$ cat src/rtl/burst_write_sequencer_pkg.sv
// Shared types and constants for the burst write sequencer: FSM state encoding
// and watchdog sizing.
package bws_pkg;

  typedef enum logic [3:0] {
    IDLE,
    POLL_REQ,
    POLL_WAIT,
    WR_GET,
    WR_REQ,
    WR_WAIT,
    STOP_REQ,
    STOP_WAIT,
    ERR
  } bws_state_t;

  localparam int unsigned BWS_TIMEOUT = 1024;
  localparam int unsigned BWS_WD_W    = $clog2(BWS_TIMEOUT + 1);

  function automatic logic is_wait(input bws_state_t s);
    return (s == POLL_WAIT) || (s == WR_WAIT) || (s == STOP_WAIT);
  endfunction

endpackage

$ cat src/rtl/burst_write_sequencer_if.sv
// User-master bus between the sequencer (master modport) and the PCIe/Avalon
// user master (slave modport): n_action/rdwr_cntl request, master_idle completion.
interface burst_write_sequencer_if #(
  parameter int unsigned AW = 32,
  parameter int unsigned DW = 32
);
  logic          n_action;
  logic          rdwr_cntl;
  logic [AW-1:0] address;
  logic [DW-1:0] write_data;
  logic          master_idle;
  logic          read_valid;
  logic [DW-1:0] read_data;

  modport master (
    output n_action, rdwr_cntl, address, write_data,
    input  master_idle, read_valid, read_data
  );

  modport slave (
    input  n_action, rdwr_cntl, address, write_data,
    output master_idle, read_valid, read_data
  );
endinterface

$ cat src/rtl/burst_write_sequencer_watchdog.sv
// Per-transaction watchdog: counts cycles while run is high, restarts on clear,
// and flags the TIMEOUT-th consecutive running cycle.
module bws_watchdog
  import bws_pkg::*;
#(
  parameter int unsigned TIMEOUT = BWS_TIMEOUT,
  parameter int unsigned W       = BWS_WD_W
) (
  input  logic clk,
  input  logic n_rst,
  input  logic clear,
  input  logic run,
  output logic expired
);
  logic [W-1:0] cnt;

  assign expired = run && (cnt == W'(TIMEOUT - 1));

  always_ff @(posedge clk or negedge n_rst) begin
    if (!n_rst) begin
      cnt <= '0;
    end else if (clear) begin
      cnt <= '0;
    end else if (run && !expired) begin
      cnt <= cnt + W'(1);
    end
  end
endmodule

$ cat src/rtl/burst_write_sequencer.sv
// Polls a status word; on START_CODE streams NUM_WORDS source words to
// consecutive addresses, then writes STOP_CODE. Watchdog aborts stalled waits.
module burst_write_sequencer
  import bws_pkg::*;
#(
  parameter int unsigned   AW          = 32,
  parameter int unsigned   DW          = 32,
  parameter int unsigned   NUM_WORDS   = 16,
  parameter int unsigned   CNT_W       = $clog2(NUM_WORDS + 1),
  parameter logic [AW-1:0] POLL_ADDR   = AW'(32'h0),
  parameter logic [AW-1:0] WR_BASE     = AW'(32'h100),
  parameter int unsigned   ADDR_STRIDE = 4,
  parameter logic [AW-1:0] STOP_ADDR   = AW'(32'h4),
  parameter logic [DW-1:0] START_CODE  = DW'(32'h53),
  parameter logic [DW-1:0] STOP_CODE   = DW'(32'h0),
  parameter int unsigned   TIMEOUT     = BWS_TIMEOUT
) (
  input  logic                    clk,
  input  logic                    n_rst,
  input  logic                    enable,
  burst_write_sequencer_if.master bus,
  input  logic                    src_valid,
  input  logic [DW-1:0]           src_data,
  output logic                    src_ready,
  output logic [CNT_W-1:0]        words_done,
  output logic                    busy,
  output logic                    done,
  output logic                    error
);
  localparam int unsigned WD_W = $clog2(TIMEOUT + 1);

  bws_state_t     state, state_next;
  logic [AW-1:0]  addr_q;
  logic [DW-1:0]  wdata_q;
  logic [CNT_W-1:0] cnt_q;
  logic           match_q, first_q, done_q;
  logic           wd_expired, start_hit, complete, cnt_last;

  // master_idle is still high from the previous transaction in the first WAIT cycle
  assign complete  = bus.master_idle && !first_q;
  assign start_hit = bus.read_valid && (bus.read_data == START_CODE);
  assign cnt_last  = (cnt_q == CNT_W'(NUM_WORDS - 1));

  bws_watchdog #(.TIMEOUT(TIMEOUT), .W(WD_W)) u_watchdog (
    .clk     (clk),
    .n_rst   (n_rst),
    .clear   (state_next != state),
    .run     (is_wait(state)),
    .expired (wd_expired)
  );

  always_ff @(posedge clk or negedge n_rst) begin
    if (!n_rst) state <= IDLE;
    else        state <= state_next;
  end

  always_comb begin
    state_next    = state;
    bus.n_action  = 1'b1;
    bus.rdwr_cntl = 1'b0;
    src_ready     = 1'b0;
    unique case (state)
      IDLE:      if (enable) state_next = POLL_REQ;
      POLL_REQ: begin
        bus.n_action = 1'b0;
        state_next   = POLL_WAIT;
      end
      POLL_WAIT: begin
        if (complete)        state_next = (match_q || start_hit) ? WR_GET : IDLE;
        else if (wd_expired) state_next = ERR;
      end
      WR_GET: begin
        src_ready = src_valid;
        if (src_valid) state_next = WR_REQ;
      end
      WR_REQ: begin
        bus.n_action  = 1'b0;
        bus.rdwr_cntl = 1'b1;
        state_next    = WR_WAIT;
      end
      WR_WAIT: begin
        if (complete)        state_next = cnt_last ? STOP_REQ : WR_GET;
        else if (wd_expired) state_next = ERR;
      end
      STOP_REQ: begin
        bus.n_action  = 1'b0;
        bus.rdwr_cntl = 1'b1;
        state_next    = STOP_WAIT;
      end
      STOP_WAIT: begin
        if (complete)        state_next = IDLE;
        else if (wd_expired) state_next = ERR;
      end
      ERR:       state_next = IDLE;
      default:   state_next = IDLE;
    endcase
  end

  // Address and data are loaded on entry to each REQ state and held until the next one
  always_ff @(posedge clk or negedge n_rst) begin
    if (!n_rst) begin
      addr_q  <= '0;
      wdata_q <= '0;
      cnt_q   <= '0;
      match_q <= 1'b0;
      first_q <= 1'b0;
      done_q  <= 1'b0;
    end else begin
      first_q <= (state == POLL_REQ) || (state == WR_REQ) || (state == STOP_REQ);
      done_q  <= (state == STOP_WAIT) && complete;
      if (state == IDLE && enable) begin
        cnt_q  <= '0;
        addr_q <= POLL_ADDR;
      end
      if (state == POLL_REQ)                    match_q <= 1'b0;
      else if (state == POLL_WAIT && start_hit) match_q <= 1'b1;
      if (state == WR_GET && src_valid) begin
        wdata_q <= src_data;
        addr_q  <= WR_BASE + AW'(cnt_q) * AW'(ADDR_STRIDE);
      end
      if (state == WR_WAIT && complete) begin
        cnt_q <= cnt_q + CNT_W'(1);
        if (cnt_last) begin
          addr_q  <= STOP_ADDR;
          wdata_q <= STOP_CODE;
        end
      end
    end
  end

  assign bus.address    = addr_q;
  assign bus.write_data = wdata_q;
  assign words_done     = cnt_q;
  assign busy           = (state != IDLE);
  assign done           = done_q;
  assign error          = (state == ERR);
endmodule

$ cat src/flat_wrapper.sv
// flat-port wrapper written by rule: the top's interface ports become plain ports
module burst_write_sequencer_flat import bws_pkg::*;
#(
  parameter int unsigned   AW          = 32,
  parameter int unsigned   DW          = 32,
  parameter int unsigned   NUM_WORDS   = 16,
  parameter int unsigned   CNT_W       = $clog2(NUM_WORDS + 1),
  parameter logic [AW-1:0] POLL_ADDR   = AW'(32'h0),
  parameter logic [AW-1:0] WR_BASE     = AW'(32'h100),
  parameter int unsigned   ADDR_STRIDE = 4,
  parameter logic [AW-1:0] STOP_ADDR   = AW'(32'h4),
  parameter logic [DW-1:0] START_CODE  = DW'(32'h53),
  parameter logic [DW-1:0] STOP_CODE   = DW'(32'h0),
  parameter int unsigned   TIMEOUT     = BWS_TIMEOUT
)
  (clk, n_rst, enable, src_valid, src_data, src_ready, words_done, busy, done, error, bus_n_action, bus_rdwr_cntl, bus_address, bus_write_data, bus_master_idle, bus_read_valid, bus_read_data);
  burst_write_sequencer_if #(.AW(AW), .DW(DW)) bus_i ();
  input  logic clk;
  input  logic n_rst;
  input  logic enable;
  input  logic src_valid;
  input  logic [DW-1:0] src_data;
  output logic src_ready;
  output logic [CNT_W-1:0] words_done;
  output logic busy;
  output logic done;
  output logic error;
  output wire logic [$bits(bus_i.n_action)-1:0] bus_n_action;
  output wire logic [$bits(bus_i.rdwr_cntl)-1:0] bus_rdwr_cntl;
  output wire logic [$bits(bus_i.address)-1:0] bus_address;
  output wire logic [$bits(bus_i.write_data)-1:0] bus_write_data;
  input wire logic [$bits(bus_i.master_idle)-1:0] bus_master_idle;
  input wire logic [$bits(bus_i.read_valid)-1:0] bus_read_valid;
  input wire logic [$bits(bus_i.read_data)-1:0] bus_read_data;
  assign bus_n_action = bus_i.n_action;
  assign bus_rdwr_cntl = bus_i.rdwr_cntl;
  assign bus_address = bus_i.address;
  assign bus_write_data = bus_i.write_data;
  assign bus_i.master_idle = bus_master_idle;
  assign bus_i.read_valid = bus_read_valid;
  assign bus_i.read_data = bus_read_data;
  burst_write_sequencer #(.AW(AW), .DW(DW), .NUM_WORDS(NUM_WORDS), .CNT_W(CNT_W), .POLL_ADDR(POLL_ADDR), .WR_BASE(WR_BASE), .ADDR_STRIDE(ADDR_STRIDE), .STOP_ADDR(STOP_ADDR), .START_CODE(START_CODE), .STOP_CODE(STOP_CODE), .TIMEOUT(TIMEOUT)) u_core (.clk(clk), .n_rst(n_rst), .enable(enable), .bus(bus_i), .src_valid(src_valid), .src_data(src_data), .src_ready(src_ready), .words_done(words_done), .busy(busy), .done(done), .error(error));
endmodule
$ cat config.mk
export PLATFORM = sky130hd
export DESIGN_NAME = burst_write_sequencer_flat
export DESIGN_NICKNAME = d
export VERILOG_FILES = /design/src/rtl/burst_write_sequencer_pkg.sv /design/src/rtl/burst_write_sequencer_if.sv /design/src/rtl/burst_write_sequencer_watchdog.sv /design/src/rtl/burst_write_sequencer.sv /design/src/flat_wrapper.sv
export SDC_FILE = /design/constraint.sdc
export NUM_CORES = 1
export LEC_CHECK = 0
export BUFFER_PORTS_ARGS = -buffer_cell sky130_fd_sc_hd__buf_2
export CORE_ASPECT_RATIO = 1.4
export CORE_MARGIN = 3
export CORE_UTILIZATION = 54
export CTS_CLUSTER_DIAMETER = 200
export DETAILED_ROUTE_END_ITERATION = 16
export GPL_TIMING_DRIVEN = 1
export HOLD_SLACK_MARGIN = 0.12
export PLACE_DENSITY = 0.86
export SLEW_MARGIN = 25
export SYNTH_ARGS = -nofsm -noshare
export SYNTH_HDL_FRONTEND = slang
export SYNTH_HIERARCHICAL = 1
export SYNTH_SLANG_ARGS = --single-unit
$ cat constraint.sdc
create_clock -name clk -period 6.2 [get_ports clk]
set_input_delay 1.24 -clock clk [delete_from_list [all_inputs] [get_ports clk]]
set_output_delay 1.24 -clock clk [all_outputs]
set_load 0.03 [all_outputs]
==> flow_summary.toml <==
[placed_design]
post_dp_cell_area_sq_um = 4720
numPortBuffers = 144
pre_cts_ws_ns = 1.94
finalWeightedCongestion = 0.924
dp_hpwl_um = 6940

[outcome]
outcome = "finished clean"

[floorplanning]
die_h_um = 108
core_sq_um = 7120
row_count = 36
io_pins = 145
initial_utilization = 0.566
die_area_sq_um = 8550
die_w_um = 79.0

[timing]
period_needed_ns = 4.30
clock_skew_ns = 0.00675
whs_ns = 0.485
slew_viol_final = 0
tightest_slew_ns = 0.804
relSlewSlack = 0.464
hold_viol = 0
setup_ws_ns = 1.90
fin_crit_sh = 0.694
rsz0062_at_grt = "no"
setup_viol = 0
fmax_mhz = 232
fin_setup_tns_ns = 0

[layout]
drive_above_1_share = 0.330
fin_util = 0.693
stdcell_area_sq_um = 4930
num_antenna_cells = 0
num-nets-final = 605
syn2layout_area_growth_pct = 22.3

[clock_network]
h-tree-depth = 3
cts_tree = "built"
cts_hold_buffers = 0
clock-sinks = 87
post_cts_buffers = 0
clock_latency_ns = 0.35
clockRootBuffer = "clkbuf_8"
cts_inserted_buffers = 9
cts_resized = 0
clkTransAtPathRegs_ns = 0.08
clockBufferDepth = 2

[drt]
wl_per_cell_um = 15.6
vias = 3550
drcViolationCount = 0
antenna_left = 0
avgViaCountPerCell = 5.63
routed_wl_um = 9820
drt_iter0_drc = 238
first_pass_iters = 4

[power]
p_leak_nw = 2.51
power_density_nw_per_um2 = 417
ir_drop_mv = 0.208

[setup_path]
worst-path-max-fanout = 20
critPathCapture = "u_core/u_watchdog/cnt[0]"
start_kind = "register"
cpPeakStageDelay_ns = 0.66
setup.worst_path.start = "u_core/state[2]"
rrSetupSlack_ns = 1.90
critPathSlowestCell = "o221ai_2"
worstPathCellList = "nand2b_2, o21ai_1, nor2b_1, nand3_1, nor4_1, o21ai_0, a211oi_1, a31oi_1, o221ai_2, nor2_1, a31oi_1, o311ai_1"
worst_path_most_repeated_cell = "a31oi_1"
critPathCaptureType = "register"
rr_worst_depth = 12
crit_buf_inv = 0
cpLargestDelayFamily = "compound AO/OA/AOI/OAI gates"
cp.required_ns = 6.41
r2r_start = "u_core/state[2]"
cp.depth = 12
rr_endpoint = "u_core/u_watchdog/cnt[0]"
critPathArrivalTime_ns = 4.52
crit_type = "reg -> reg"

[grt]
grt_overflow_total = 0
grt_max_degree = 88
grt_pass1_wl_um = 15900
track_usage = 0.238
grt_antenna_before_repair = 0
grt_pass1_vias = 3390

[run]
maxCapViolations = 0

[logic_synthesis]
ys_seq_elements = 87
ys_warn_count = 6
syn_inst = 398
syn-num-nets = 471
synth_edf_count = 0
yosys_most_used_dff = "dfrtp_1"
syn-cell-area_sq_um = 4030
synthArstFlopShare = 1.00
synth.distinct_cells = 62
syn_avg_cell_area_sq_um = 10.1
yosysSeqAreaShare = 0.540

[hold_path]
hp-class = "reg -> reg"
## layer usage
metal	share of wire	vias to the layer above	track usage
met5	0	-	0
met4	0.025	0	0.113
met3	0.070	23	0.0525
met2	0.51	146	0.402
met1	0.39	1720	0.286
li1	-	1661	-
## cells by family (layout without fill, tap and decap cells)
group                      Yosys count  after routing  share of synthesized area
and+or+nand+nor                    188            188                      0.260
adders and majority gates            3              3                    0.00931
xor gates and xnor gates             1              1                    0.00217
buffers and inverters               31            169                     0.0475
DFF                                 87             87                      0.540
muxes                                3              3                    0.00931
AOI/OAI and AO/OA                   85             85                      0.132
## flip-flops by register name (all words and copies together), names as in the netlist
| name | count |
|---|---|
| u_core/bus.address | 32 |
| u_core/bus.write_data | 32 |
| u_core/done | 1 |
| u_core/first_q | 1 |
| u_core/match_q | 1 |
| u_core/state | 4 |
| u_core/u_watchdog/cnt | 11 |
| u_core/words_done | 5 |
## worst register-to-register path: cells and delay by family, from the launching register on
family	cells	cell delay (ns)
AOI/OAI and AO/OA	7	1.85
DFF	1	0.54
and+or+nand+nor	5	1.78
## Yosys cell counts (all sizes together) (2+ instances only)
| cell type | number | area share |
|---|---|---|
| o311ai | 4 | 0.0087 |
| a21oi | 43 | 0.053 |
| and2 | 27 | 0.042 |
| nand3b | 2 | 0.0037 |
| nand3 | 12 | 0.019 |
| nor3 | 9 | 0.015 |
| dfrtp | 87 | 0.54 |
| nand2b | 7 | 0.011 |
| o21ai | 12 | 0.015 |
| mux2 | 3 | 0.0093 |
| nor2 | 11 | 0.012 |
| nor4 | 6 | 0.011 |
| a311oi | 4 | 0.0087 |
| a41oi | 2 | 0.0043 |
| nand4 | 6 | 0.012 |
| nand2 | 79 | 0.074 |
| a211oi | 7 | 0.016 |
| o221ai | 2 | 0.0059 |
| or4b | 2 | 0.0059 |
| inv | 9 | 0.0084 |
| nor4b | 3 | 0.0065 |
| nor2b | 6 | 0.0093 |
| and4 | 3 | 0.0071 |
| and3 | 5 | 0.0078 |
| ha | 3 | 0.0093 |
| nor3b | 5 | 0.012 |
| buf | 22 | 0.039 |
| a31oi | 4 | 0.0062 |
## placed cells by master, fill, tap and decap left out, types with 2 or more instances in the layout
cell type  instances
a211oi_1           5
a211oi_2           2
a21oi_1           43
a311oi_1           4
a31oi_1            4
a41oi_1            2
and2_1            26
and3_1             5
and4_1             2
buf_2            143
bufinv_16          2
clkbuf_1           3
clkbuf_8           9
dfrtp_1           87
ha_1               3
inv_1              8
nand2_1           79
nand2b_1           6
nand3_1           10
nand3b_1           2
nand4_1            4
nand4_2            2
nor2_1            10
nor2b_1            6
nor3_1             7
nor3b_1            4
nor4_1             5
nor4b_1            3
o21ai_0           11
o311ai_0           2
o311ai_1           2
## how the worst min path moves through the flow
stage | from | end | slack [ns] | cells after the start
after CTS | u_core/bus.address[0] | u_core/bus.address[0] | 0.49 | 1
after floorplan | u_core/match_q | u_core/match_q | 0.52 | 2
after global routing | u_core/bus.address[12] | u_core/bus.address[12] | 0.50 | 1
final | u_core/bus.address[24] | u_core/bus.address[24] | 0.48 | 1
after global placement | u_core/bus.address[19] | u_core/bus.address[19] | 0.46 | 1
after detailed placement | u_core/bus.address[0] | u_core/bus.address[0] | 0.47 | 1
## per-stage QoR
stage               instances  total power, mW
floorplan                 398             1.43
global placement          616             1.62
detailed placement        616             1.65
CTS                       631             2.07
global route              631             2.19
finish                    631             2.05
## power breakdown
part,leakage (nW),internal [mW],switching (mW)
clock,0.101,0.226,0.187
sequential,1.16,0.692,0.100
combinational,1.25,0.272,0.578
## layout make-up
cell class,instances,area (sq um)
fillers,568,2190
flip-flops and latches,87,2180
multi-input cells,280,1660
clock inverters,3,68.8
well taps,95,119
inverters,9,33.8
repair buffers,145,734
clock buffers,12,135
(Power assumes the default switching activity.)
